**config.mk**
```make
export PLATFORM = sky130hd
export DESIGN_NAME = pool_sequencer
export DESIGN_NICKNAME = d
export VERILOG_FILES = /design/src/rtl/pool_pkg.sv /design/src/rtl/pool_priority_encoder.sv /design/src/rtl/pool_sequencer.sv
export SDC_FILE = /design/constraint.sdc
export NUM_CORES = 1
export LEC_CHECK = 0
export BUFFER_PORTS_ARGS = -buffer_cell sky130_fd_sc_hd__buf_2
export CORE_MARGIN = 2
export CORE_UTILIZATION = 59
export CTS_CLUSTER_DIAMETER = 30
export DETAILED_ROUTE_END_ITERATION = 8
export GPL_TIMING_DRIVEN = 1
export PLACE_DENSITY = 0.79
export REMOVE_ABC_BUFFERS = 1
export SLEW_MARGIN = 20
export SYNTH_ARGS = -nofsm -noshare
export SYNTH_HDL_FRONTEND = slang
export SYNTH_SLANG_ARGS = --single-unit
```
**constraint.sdc**
```tcl
create_clock -name clk_in -period 2.8 [get_ports clk_in]
set_input_delay 0.14 -clock clk_in [delete_from_list [all_inputs] [get_ports clk_in]]
set_output_delay 0.14 -clock clk_in [all_outputs]
set_load 0.05 [all_outputs]
```
**src/rtl/pool_pkg.sv**
```systemverilog
// Shared definitions for the hash-core pool sequencer: state encoding and
// default timing constants.
package pool_pkg;

    typedef enum logic [2:0] {
        ST_WAIT_LOCK,
        ST_IDLE,
        ST_START,
        ST_RUN,
        ST_FOUND,
        ST_EXHAUSTED
    } pool_state_e;

    localparam int DEF_LOCK_CYCLES  = 1024;
    localparam int DEF_LED_DIV_LOG2 = 22;

endpackage

```
**src/rtl/pool_priority_encoder.sv**
```systemverilog
// Lowest-set-bit index plus an any-bit flag over the per-core success vector.
// Purely combinational.
module pool_priority_encoder #(
    parameter int POOL_SIZE      = 2,
    parameter int POOL_SIZE_LOG2 = 1
) (
    input  logic [POOL_SIZE-1:0]      req_i,
    output logic [POOL_SIZE_LOG2-1:0] idx_o,
    output logic                      any_o
);

    // Scanning downwards lets the lowest set bit overwrite higher ones.
    always_comb begin
        idx_o = '0;
        any_o = |req_i;
        for (int i = POOL_SIZE - 1; i >= 0; i--) begin
            if (req_i[i]) begin
                idx_o = POOL_SIZE_LOG2'(i);
            end
        end
    end

endmodule

```
**src/rtl/pool_sequencer.sv**
```systemverilog
// Job-lifecycle sequencer for the hash-core pool: PLL-lock qualification,
// start pulsing, winner capture, READY and status LED drive.
//
// state        | meaning
// -------------+----------------------------------------------------------
// ST_WAIT_LOCK | cores held in reset, counting stable synchronised lock
// ST_IDLE      | cores released, waiting for a job to be loaded
// ST_START     | one-cycle start pulse to all cores, winner cleared
// ST_RUN       | cores hashing; watching success / done flags
// ST_FOUND     | winner latched, result ready, LED solid on
// ST_EXHAUSTED | nonce range exhausted with no winner, result ready
module pool_sequencer
    import pool_pkg::*;
#(
    parameter int POOL_SIZE      = 2,
    parameter int POOL_SIZE_LOG2 = 1,
    parameter int LOCK_CYCLES    = DEF_LOCK_CYCLES,
    parameter int LED_DIV_LOG2   = DEF_LED_DIV_LOG2
) (
    input  logic                      clk_in,
    input  logic                      reset_in,
    input  logic                      pll_locked_in,
    input  logic                      job_loaded_in,
    input  logic                      readout_done_in,
    input  logic [POOL_SIZE-1:0]      cores_done_in,
    input  logic [POOL_SIZE-1:0]      cores_success_in,
    output logic                      cores_reset_out,
    output logic                      cores_start_out,
    output logic [POOL_SIZE_LOG2-1:0] winner_idx_out,
    output logic                      winner_valid_out,
    output logic                      ready_n_out,
    output logic                      status_led_n_out
);

    localparam int LOCK_CNT_W = $clog2(LOCK_CYCLES) + 1;
    localparam logic [LOCK_CNT_W-1:0] LOCK_LAST = LOCK_CNT_W'(LOCK_CYCLES - 1);

    logic                      lock_meta_q, lock_sync_q;
    logic [LED_DIV_LOG2:0]     led_cnt_q;
    pool_state_e               state_q, state_d;
    logic [LOCK_CNT_W-1:0]     lock_cnt_q, lock_cnt_d;
    logic [POOL_SIZE_LOG2-1:0] succ_idx;
    logic                      succ_any;

    pool_priority_encoder #(
        .POOL_SIZE      (POOL_SIZE),
        .POOL_SIZE_LOG2 (POOL_SIZE_LOG2)
    ) u_prio (
        .req_i (cores_success_in),
        .idx_o (succ_idx),
        .any_o (succ_any)
    );

    // pll_locked_in comes straight from the PLL, unrelated to clk_in.
    always_ff @(posedge clk_in or posedge reset_in) begin
        if (reset_in) begin
            lock_meta_q <= 1'b0;
            lock_sync_q <= 1'b0;
            led_cnt_q   <= '0;
        end else begin
            lock_meta_q <= pll_locked_in;
            lock_sync_q <= lock_meta_q;
            led_cnt_q   <= led_cnt_q + (LED_DIV_LOG2 + 1)'(1);
        end
    end

    always_comb begin
        state_d    = state_q;
        lock_cnt_d = lock_cnt_q;
        if (state_q != ST_WAIT_LOCK && !lock_sync_q) begin
            state_d    = ST_WAIT_LOCK;
            lock_cnt_d = '0;
        end else begin
            case (state_q)
                ST_WAIT_LOCK: begin
                    if (!lock_sync_q) begin
                        lock_cnt_d = '0;
                    end else if (lock_cnt_q == LOCK_LAST) begin
                        state_d    = ST_IDLE;
                        lock_cnt_d = '0;
                    end else begin
                        lock_cnt_d = lock_cnt_q + LOCK_CNT_W'(1);
                    end
                end
                ST_IDLE:  if (job_loaded_in) state_d = ST_START;
                ST_START: state_d = ST_RUN;
                // A newly loaded job aborts the running one before any result is taken.
                ST_RUN: begin
                    if (job_loaded_in)            state_d = ST_START;
                    else if (succ_any)            state_d = ST_FOUND;
                    else if (&cores_done_in)      state_d = ST_EXHAUSTED;
                end
                ST_FOUND, ST_EXHAUSTED: begin
                    if (job_loaded_in)            state_d = ST_START;
                    else if (readout_done_in)     state_d = ST_IDLE;
                end
                default: state_d = ST_WAIT_LOCK;
            endcase
        end
    end

    // Outputs are registered from the next state so they line up with state_q.
    always_ff @(posedge clk_in or posedge reset_in) begin
        if (reset_in) begin
            state_q          <= ST_WAIT_LOCK;
            lock_cnt_q       <= '0;
            cores_reset_out  <= 1'b1;
            cores_start_out  <= 1'b0;
            winner_idx_out   <= '0;
            winner_valid_out <= 1'b0;
            ready_n_out      <= 1'b1;
            status_led_n_out <= 1'b1;
        end else begin
            state_q         <= state_d;
            lock_cnt_q      <= lock_cnt_d;
            cores_reset_out <= (state_d == ST_WAIT_LOCK);
            cores_start_out <= (state_d == ST_START);
            ready_n_out     <= !(state_d == ST_FOUND || state_d == ST_EXHAUSTED);
            if (state_d == ST_START) begin
                winner_valid_out <= 1'b0;
            end else if (state_q == ST_RUN && state_d == ST_FOUND) begin
                winner_valid_out <= 1'b1;
                winner_idx_out   <= succ_idx;
            end
            if (state_d == ST_FOUND)    status_led_n_out <= 1'b0;
            else if (state_d == ST_RUN) status_led_n_out <= led_cnt_q[LED_DIV_LOG2];
            else                        status_led_n_out <= 1'b1;
        end
    end

endmodule

```
==> results of run 1 <==
kinds of logic after synthesis:
group	after synthesis	synth area share (%)
adders and majority gates	2	1.21
DFF	45	54.8
muxes	3	1.58
xor gates and xnor gates	24	10.2
AOI/OAI and AO/OA	23	9.41
buffers and inverters	12	2.67
and+or+nand+nor	77	20.1
metrics by stage:
| stage | instance area, sq um | hold WS (ps) | instances | setup slack (ps) |
|---|---|---|---|---|
| floorplan | 2040 | 171 | 182 | 815 |
| global placement | 2170 | 250 | 243 | 725 |
| detailed placement | 2170 | 250 | 243 | 662 |
| CTS | 2250 | 112 | 253 | 634 |
| global route | 2250 | 114 | 253 | 506 |
| finish | 2250 | 134 | 253 | 635 |
cell type report:
type,count,area share (%)
clock buffers,6,1.84
repair buffers,17,4.34
multi-input cells,129,39.0
flip-flops and latches,45,50.3
well taps,46,2.56
clock inverters,2,0.668
inverters,8,1.34
power breakdown:
| group | internal (mW) | switching [mW] | leakage, nW |
|---|---|---|---|
| clock network | 0.0982 | 0.200 | 0.0245 |
| registers | 0.655 | 0.00737 | 0.592 |
| logic | 0.0141 | 0.0241 | 0.379 |
| total | 0.767 | 0.232 | 0.995 |
worst max-delay path, stage by stage, from the launching register on:
cell and delay, ps:
dfrtp_1 440, ha_1 200, or4b_1 560, or4_4 530, o311ai_4 130, mux2i_1 240
registers in the layout, indices dropped and copies added (netlist names):
signal and flops:
cores_reset_out 1, cores_start_out 1, led_cnt_q 23, lock_cnt_q 11, lock_meta_q 1, lock_sync_q 1
ready_n_out 1, state_q 3, status_led_n_out 1, winner_idx_out 1, winner_valid_out 1
path summary, 6_finish.rpt:
path / slack (ps) / end / start
max: 630 / status_led_n_out / lock_cnt_q[0]
min: 130 / state_q[0] / job_loaded_in
max reg2reg: 630 / status_led_n_out / lock_cnt_q[0]
min reg2reg: 370 / lock_sync_q / lock_meta_q
max in group asynchronous: 1970 / status_led_n_out / reset_in
min in group asynchronous: 450 / led_cnt_q[12] / reset_in
cell usage in the layout, fill, tap and decap left out, drive strengths merged, types with 2 or more instances in the layout:
| cell type | n |
|---|---|
| a21boi | 2 |
| a21oi | 3 |
| a22o | 2 |
| and3 | 4 |
| and4 | 2 |
| buf | 15 |
| clkbuf | 6 |
| clkinvlp | 2 |
| dfrtp | 42 |
| dfstp | 3 |
| dlygate4sd3 | 2 |
| ha | 2 |
| inv | 8 |
| mux2 | 2 |
| nand2 | 13 |
| nand2b | 4 |
| nand3 | 14 |
| nand4 | 6 |
| nor2 | 9 |
| nor2b | 3 |
| nor3 | 11 |
| nor4 | 2 |
| nor4b | 2 |
| o21ai | 5 |
| o41ai | 2 |
| or3 | 3 |
| xnor2 | 13 |
| xor2 | 11 |
routing by layer:
layer / track usage, % / share of wire (%)
met5: 0 / 0
met3: 6.25 / 5.4
met2: 35.0 / 51
met1: 23.6 / 40
met4: 10.6 / 2.9
repair_timing:
item,in CTS,in global routing
gates resized for setup,0,0
hold endpoints to repair,43,0
hold buffers,2,0
setup endpoints to repair,0,0
==> results_dict.tcl, run 1 <==
set metrics [dict create \
    io_pins 15 \
    synth_top_area_share_pct 51.0 \
    die_x_microns 63.1 \
    grt_pass1_wl_microns 6330 \
    r2r_cells 5 \
    seq_area_sq_um 1130 \
    grt_pass1_vias 1479 \
    ys_top_cells_by_count "dfrtp_1 (42), nand3_1 (14), nand2_1 (13), xnor2_1 (13)" \
    dieHeight_microns 63.1 \
    clk_pin_slew_ps 120 \
    cts_buffers 5 \
    period_minus_slack_ps 2170 \
    rsz0062_at_grt "false" \
    synth_area_per_cell_sq_um 11.1 \
    first_iter_violations 105 \
    multi_input_area_sq_um 876 \
    relSlewSlack_pct 56.4 \
    cp_max_fo 8 \
    status "completed" \
    synth_edf_count 0 \
    end_kind "register" \
    routedWlPerCell_microns 13.9 \
    hpwl_microns 2570 \
    cts_max_level 2 \
    synth-seq-cells 45 \
    hold_viol 0 \
    tns_ps 0 \
    ys.flop_type "dfrtp_1" \
    cts_tree "done" \
    dieArea_sq_um 3980 \
    drive_gt1_share_pct 15.0 \
    maxCapViolations 0 \
    portBuffers 14 \
    firstDrtPassIters 4 \
    yosysSeqAreaShare_pct 54.8 \
    via_per_inst 5.82 \
    synth_area_sq_um 2060 \
    yosys.cell_types.count 42 \
    drc 0 \
    final.setup_skew_ps 11.4 \
    rows 21 \
    drt-total-wl_microns 3520 \
    critPathLaunchType "register" \
    antenna_left 0 \
    fmax_mhz 462 \
    synthTopCellsByArea "dfrtp_1 (51%), xnor2_1 (5.5%), xor2_1 (4.7%)" \
    vias 1473 \
    root_buffer "clkbuf_4" \
    syn_to_final_growth_pct 9.05 \
    hold_class "in -> reg" \
    final_util_pct 67.3 \
    yosys_warnings 0 \
    coreArea_sq_um 3340 \
    cts_sinks 45 \
    post_cts_buffers 0 \
    yosysTopAreaCell "dfrtp_1" \
    setup_violations 0 \
    p_per_area_nw_per_um2 444 \
    grt_overflow 0 \
    grt_max_degree 46 \
    diodes 0 \
    hold_depth 2 \
    synthArstFlopShare_pct 100 \
    required_ps 3090 \
    worstPathArrival_ps 2450 \
    synth_most_common_cell "dfrtp_1" \
    cts_buffer_depth 2 \
    p_leak_nw 0.995 \
    syn_inst 186 \
    antenna_found_initial 0 \
    clk_latency_ps 360 \
    final_nets 217 \
    ir_drop_mv 0.373 \
    start_util_pct 61.8 \
    nFillCells 264 \
    grtUsageTotal_pct 20.7 \
    totalPowerFinal_mw 0.999 \
    finalCritPeriodShare_pct 77.3 \
    worst_pin_slew_ps 647 \
    critPathKind "reg -> reg" \
    place_congestion 0.829 \
    drv_slew 0 \
]
Power figures use the tool's default switching activity.
==> run 2, diff against run 1 <==
==> constraint.sdc (replaced) <==
create_clock -name clk_in -period 2.1 [get_ports clk_in]
set_input_delay 0.105 -clock clk_in [delete_from_list [all_inputs] [get_ports clk_in]]
set_output_delay 0.105 -clock clk_in [all_outputs]
set_load 0.05 [all_outputs]
==> results_dict.tcl, run 2 (same netlist as run 1, synthesis figures left out) <==
set metrics [dict create \
    routedWlPerCell_microns 15.3 \
    ff2ff_setup_slack_ps 90 \
    portBuffers 14 \
    finalCritPeriodShare_pct 95.6 \
    fmax_mhz 498 \
    required_ps 2410 \
    via_per_inst 5.90 \
    tns_ps 0 \
    final.setup_skew_ps 14.4 \
    dieArea_sq_um 3980 \
    drt-total-wl_microns 3970 \
    hold_slack_ps 83.4 \
    combPwrFrac_pct 3.6 \
    grt_pass1_wl_microns 6960 \
    instances_no_fill 260 \
    root_buffer "clkbuf_4" \
    nFillCells 249 \
    cts_buffer_depth 2 \
    grt_overflow 0 \
    largest_reg_flops 23 \
    critPathKind "reg -> reg" \
    antenna_found_initial 0 \
    drive_gt1_share_pct 18.2 \
    grt_max_degree 46 \
    firstDrtPassIters 4 \
    end_kind "register" \
    diodes 0 \
    grt_pass1_vias 1570 \
    drc 0 \
    antenna_left 0 \
    coreArea_sq_um 3340 \
    placed_cell_area_sq_um 2220 \
    clk_pin_slew_ps 140 \
    dp_cells 249 \
    grtUsageTotal_pct 22.7 \
    place_ws_ps 97.4 \
    place_congestion 0.839 \
    final_cell_area_sq_um 2350 \
    p_switching_mw 0.338 \
    cts_tree "done" \
    relSlewSlack_pct 62.0 \
    rows 21 \
    layout_common_cells "dfrtp_1 (42), nand3_1 (14), buf_2 (14), xnor2_1 (13), nand2_1 (13)" \
    p_per_area_nw_per_um2 684 \
    die_x_microns 63.1 \
    hold_class "in -> reg" \
    cts_max_level 2 \
    worstPathArrival_ps 2320 \
    setup_ws_ps 92.6 \
    cts_buffers 5 \
    cts_sinks 45 \
    drv_slew 0 \
    maxCapViolations 0 \
    ir_drop_mv 0.727 \
    critPathLaunchType "register" \
    cp_max_fo 5 \
    dieHeight_microns 63.1 \
    hold_viol 0 \
    vias 1533 \
    setup_violations 0 \
    first_iter_violations 81 \
    totalPowerFinal_mw 1.61 \
    layout_commonest_cell "dfrtp_1" \
    top_register "led_cnt_q" \
    syn_to_final_growth_pct 14.0 \
    start_util_pct 61.8 \
    switching_share_pct 21.0 \
    period_minus_slack_ps 2010 \
    internal_power_mw 1.27 \
    final_util_pct 70.4 \
    io_pins 15 \
    p_leak_nw 1.06 \
    postCtsResizedCells 0 \
    worst_pin_slew_ps 566 \
    power_frac_seq_pct 54.9 \
    p_clk_share_pct 41.6 \
    hpwl_microns 2720 \
    clk_latency_ps 370 \
    reg.largest.list "led_cnt_q (23), lock_cnt_q (11), state_q (3)" \
    status "completed" \
    final_nets 224 \
]
-- run 2: cell types whose count changed in the layout (fill, tap and decap cells not counted), sizes merged --
cell,before,now
bufinv,0,2
buf,15,22
inv,8,9
clkinvlp,2,0
clkbuf,6,5
-- run 2: path summary, 6_finish.rpt --
path,cells after the start,from,endpoint
worst max register to register,5,lock_cnt_q[1],status_led_n_out
worst max-delay path,5,lock_cnt_q[1],status_led_n_out
worst min register to register,0,lock_meta_q,lock_sync_q
min in group asynchronous,4,reset_in,led_cnt_q[12]
worst min-delay path,2,job_loaded_in,state_q[0]
max in group asynchronous,4,reset_in,led_cnt_q[5]
-- run 2: routing by layer --
layer	global-route usage [%]	vias up	wire (microns)
met5	0	-	0
met4	8.89	0	123
met3	6.25	15	221
met2	39.4	53	2020
met1	26.7	750	1610
li1	-	715	-
-- run 2: what timing repair did --
| item | in CTS | in global routing |
|---|---|---|
| buffers inserted | 0 | 1 |
| hold buffers | 2 | 0 |
| endpoints found under the hold margin | 43 | 0 |
| setup endpoints to repair | 0 | 1 |
-- run 2: layout make-up --
type | instances | area (sq um) | share of cell area (%)
Inverter | 8 | 30.0 | 1.28
Clock inverter | 3 | 68.8 | 2.93
Timing Repair Buffer | 24 | 150 | 6.39
Sequential cell | 45 | 1130 | 48.1
Clock buffer | 5 | 37.5 | 1.60
Tap cell | 46 | 57.6 | 2.45
Multi-Input combinational cell | 129 | 876 | 37.3
-- run 2: worst max-delay path, stage by stage (launching register included) --
cell      delay [ps]
dfrtp_1          430
ha_1             180
or4b_1           460
or4_4            510
o311ai_4         130
mux2i_1          240
-- run 2: power by group through the flow --
stage          Clock (mW)  Sequential [mW]  Combinational (mW)
3_5_place_dp            0            0.899              0.0527
5_1_grt             0.717            0.885              0.0662
6_report            0.668            0.883              0.0576
2_1_floorplan           0            0.897              0.0298
3_3_place_gp            0            0.898              0.0501
4_1_cts             0.677            0.883              0.0558
==> run 3, diff against run 2 <==
--- a/config.mk
+++ b/config.mk
@@ -7,11 +7,11 @@
 export LEC_CHECK = 0
 export BUFFER_PORTS_ARGS = -buffer_cell sky130_fd_sc_hd__buf_2
 export CORE_MARGIN = 2
-export CORE_UTILIZATION = 59
+export CORE_UTILIZATION = 53
 export CTS_CLUSTER_DIAMETER = 30
 export DETAILED_ROUTE_END_ITERATION = 8
 export GPL_TIMING_DRIVEN = 1
-export PLACE_DENSITY = 0.79
+export PLACE_DENSITY = 0.75
 export REMOVE_ABC_BUFFERS = 1
 export SLEW_MARGIN = 20
 export SYNTH_ARGS = -nofsm -noshare
==> constraint.sdc (replaced) <==
create_clock -name clk_in -period 1.7 [get_ports clk_in]
set_input_delay 0.085 -clock clk_in [delete_from_list [all_inputs] [get_ports clk_in]]
set_output_delay 0.085 -clock clk_in [all_outputs]
set_load 0.05 [all_outputs]
==> results_dict.tcl, run 3 (same netlist as run 1, synthesis figures left out) <==
set metrics [dict create \
    critPathKind "reg -> reg" \
    coreArea_sq_um 3690 \
    worstPathCellList "ha_2 -> or4b_4 -> or4_4 -> o311ai_4 -> mux2i_1" \
    start_util_pct 55.9 \
    hpwl_microns 2970 \
    critPathTopFamily "simple AND/OR/NAND/NOR gates" \
    p_per_area_nw_per_um2 784 \
    cts_buffer_depth 2 \
    cts_buffers 5 \
    fmax_mhz 521 \
    grt_pass1_vias 1599 \
    diodes 0 \
    top_register "led_cnt_q" \
    routedWlPerCell_microns 15.8 \
    period_minus_slack_ps 1920 \
    drive_gt1_share_pct 28.6 \
    drv_slew 0 \
    drc 0 \
    end_kind "register" \
    placed_cell_area_sq_um 2290 \
    grt_overflow 0 \
    worstPathArrival_ps 2150 \
    io_pins 15 \
    ir_drop_mv 0.600 \
    drt-total-wl_microns 4410 \
    p_leak_nw 1.18 \
    via_per_inst 5.68 \
    final_util_pct 69.3 \
    layout_common_cells "dfrtp_1 (42), buf_4 (24), nand3_1 (14), buf_2 (14)" \
    critPathLaunchType "register" \
    setup_ws_ps -219 \
    cp.buffers_inverters 0 \
    die_x_microns 66.4 \
    largest_reg_flops 23 \
    root_buffer "clkbuf_8" \
    portBuffers 14 \
    maxCapViolations 0 \
    slowest_delay_ps 460 \
    required_ps 1930 \
    final_nets 241 \
    tns_ps -1350 \
    grt_pass1_wl_microns 6890 \
    antenna_left 0 \
    cts_max_level 2 \
    hold_viol 0 \
    hold_class "in -> reg" \
    firstDrtPassIters 4 \
    worst_pin_slew_ps 431 \
    finalCritPeriodShare_pct 113 \
    layout_commonest_cell "dfrtp_1" \
    place_congestion 0.942 \
    cp_max_fo 4 \
    final.setup_skew_ps 11.3 \
    antenna_found_initial 0 \
    first_iter_violations 105 \
    final_cell_area_sq_um 2560 \
    dieHeight_microns 66.4 \
    clk_pin_slew_ps 90 \
    cts_tree "done" \
    dieArea_sq_um 4400 \
    grtUsageTotal_pct 20.9 \
    nFillCells 273 \
    crit_slowest_cell "or4b_4" \
    setup_violations 15 \
    hold_slack_ps 188 \
    rsz0062_at_grt "true" \
    vias 1584 \
    rows 22 \
    failed_checks "negative setup slack" \
    grt_max_degree 29 \
    totalPowerFinal_mw 2.00 \
    reg.largest.list "led_cnt_q (23), lock_cnt_q (11), state_q (3)" \
    relSlewSlack_pct 70.9 \
    status "finished with violations" \
    clk_latency_ps 300 \
    cts_sinks 45 \
    syn_to_final_growth_pct 24.0 \
]
==> run 3: metal layers <==
metal / GRT usage (%) / vias up / part of all wire [%]
met5: 0 / - / 0
met4: 6.63 / 0 / 1.2
met2: 37.1 / 34 / 55
li1: - / 747 / -
met1: 24.3 / 794 / 41
met3: 5.62 / 9 / 3.2
==> run 3: layout make-up <==
| class | count | area [sq um] | area share (%) |
|---|---|---|---|
| Clock buffer | 5 | 68.8 | 2.69 |
| Clock inverter | 3 | 46.3 | 1.81 |
| Inverter | 8 | 30.0 | 1.17 |
| Multi-Input combinational cell | 129 | 940 | 36.8 |
| Sequential cell | 45 | 1130 | 44.2 |
| Tap cell | 48 | 60.1 | 2.35 |
| Timing Repair Buffer | 41 | 282 | 11.0 |
==> run 3: worst paths after layout <==
check / from / endpoint / slack [ps] / cells after the start
max in group asynchronous: reset_in / ready_n_out / 980 / 4
hold / removal: cores_success_in[0] / winner_idx_out / 190 / 3
min in group asynchronous: reset_in / led_cnt_q[7] / 360 / 4
hold reg to reg: lock_meta_q / lock_sync_q / 350 / 0
setup reg to reg: lock_cnt_q[1] / status_led_n_out / -220 / 5
setup / recovery: lock_cnt_q[1] / status_led_n_out / -220 / 5
==> run 3: per-stage QoR <==
step / std cells / worst slack (ps)
floorplan: 182 / -285
global placement: 261 / -166
detailed placement: 261 / -258
CTS: 273 / -194
global route: 279 / -245
finish: 279 / -219
==> run 3: power breakdown <==
part           total (mW)  leakage, nW  internal [mW]  switching (mW)
Combinational       0.111        0.537         0.0513          0.0599
Clock               0.808       0.0543          0.440           0.368
Sequential           1.08        0.592           1.08         0.00711
Total                2.00         1.18           1.57           0.435
==> run 3: timing repair <==
| action | CTS | global route |
|---|---|---|
| buffers inserted | 2 | 6 |
| endpoints found under the hold margin | 43 | 0 |
| gates resized for setup | 5 | 9 |
| hold buffers | 2 | 0 |
| pin swaps | 5 | 7 |
| setup endpoints to repair | 8 | 18 |
==> run 3: worst register-to-register path, stage by stage (launching register included) <==
cell and delay, ps:
dfrtp_1 380, ha_2 190, or4b_4 460, or4_4 450, o311ai_4 120, mux2i_1 250
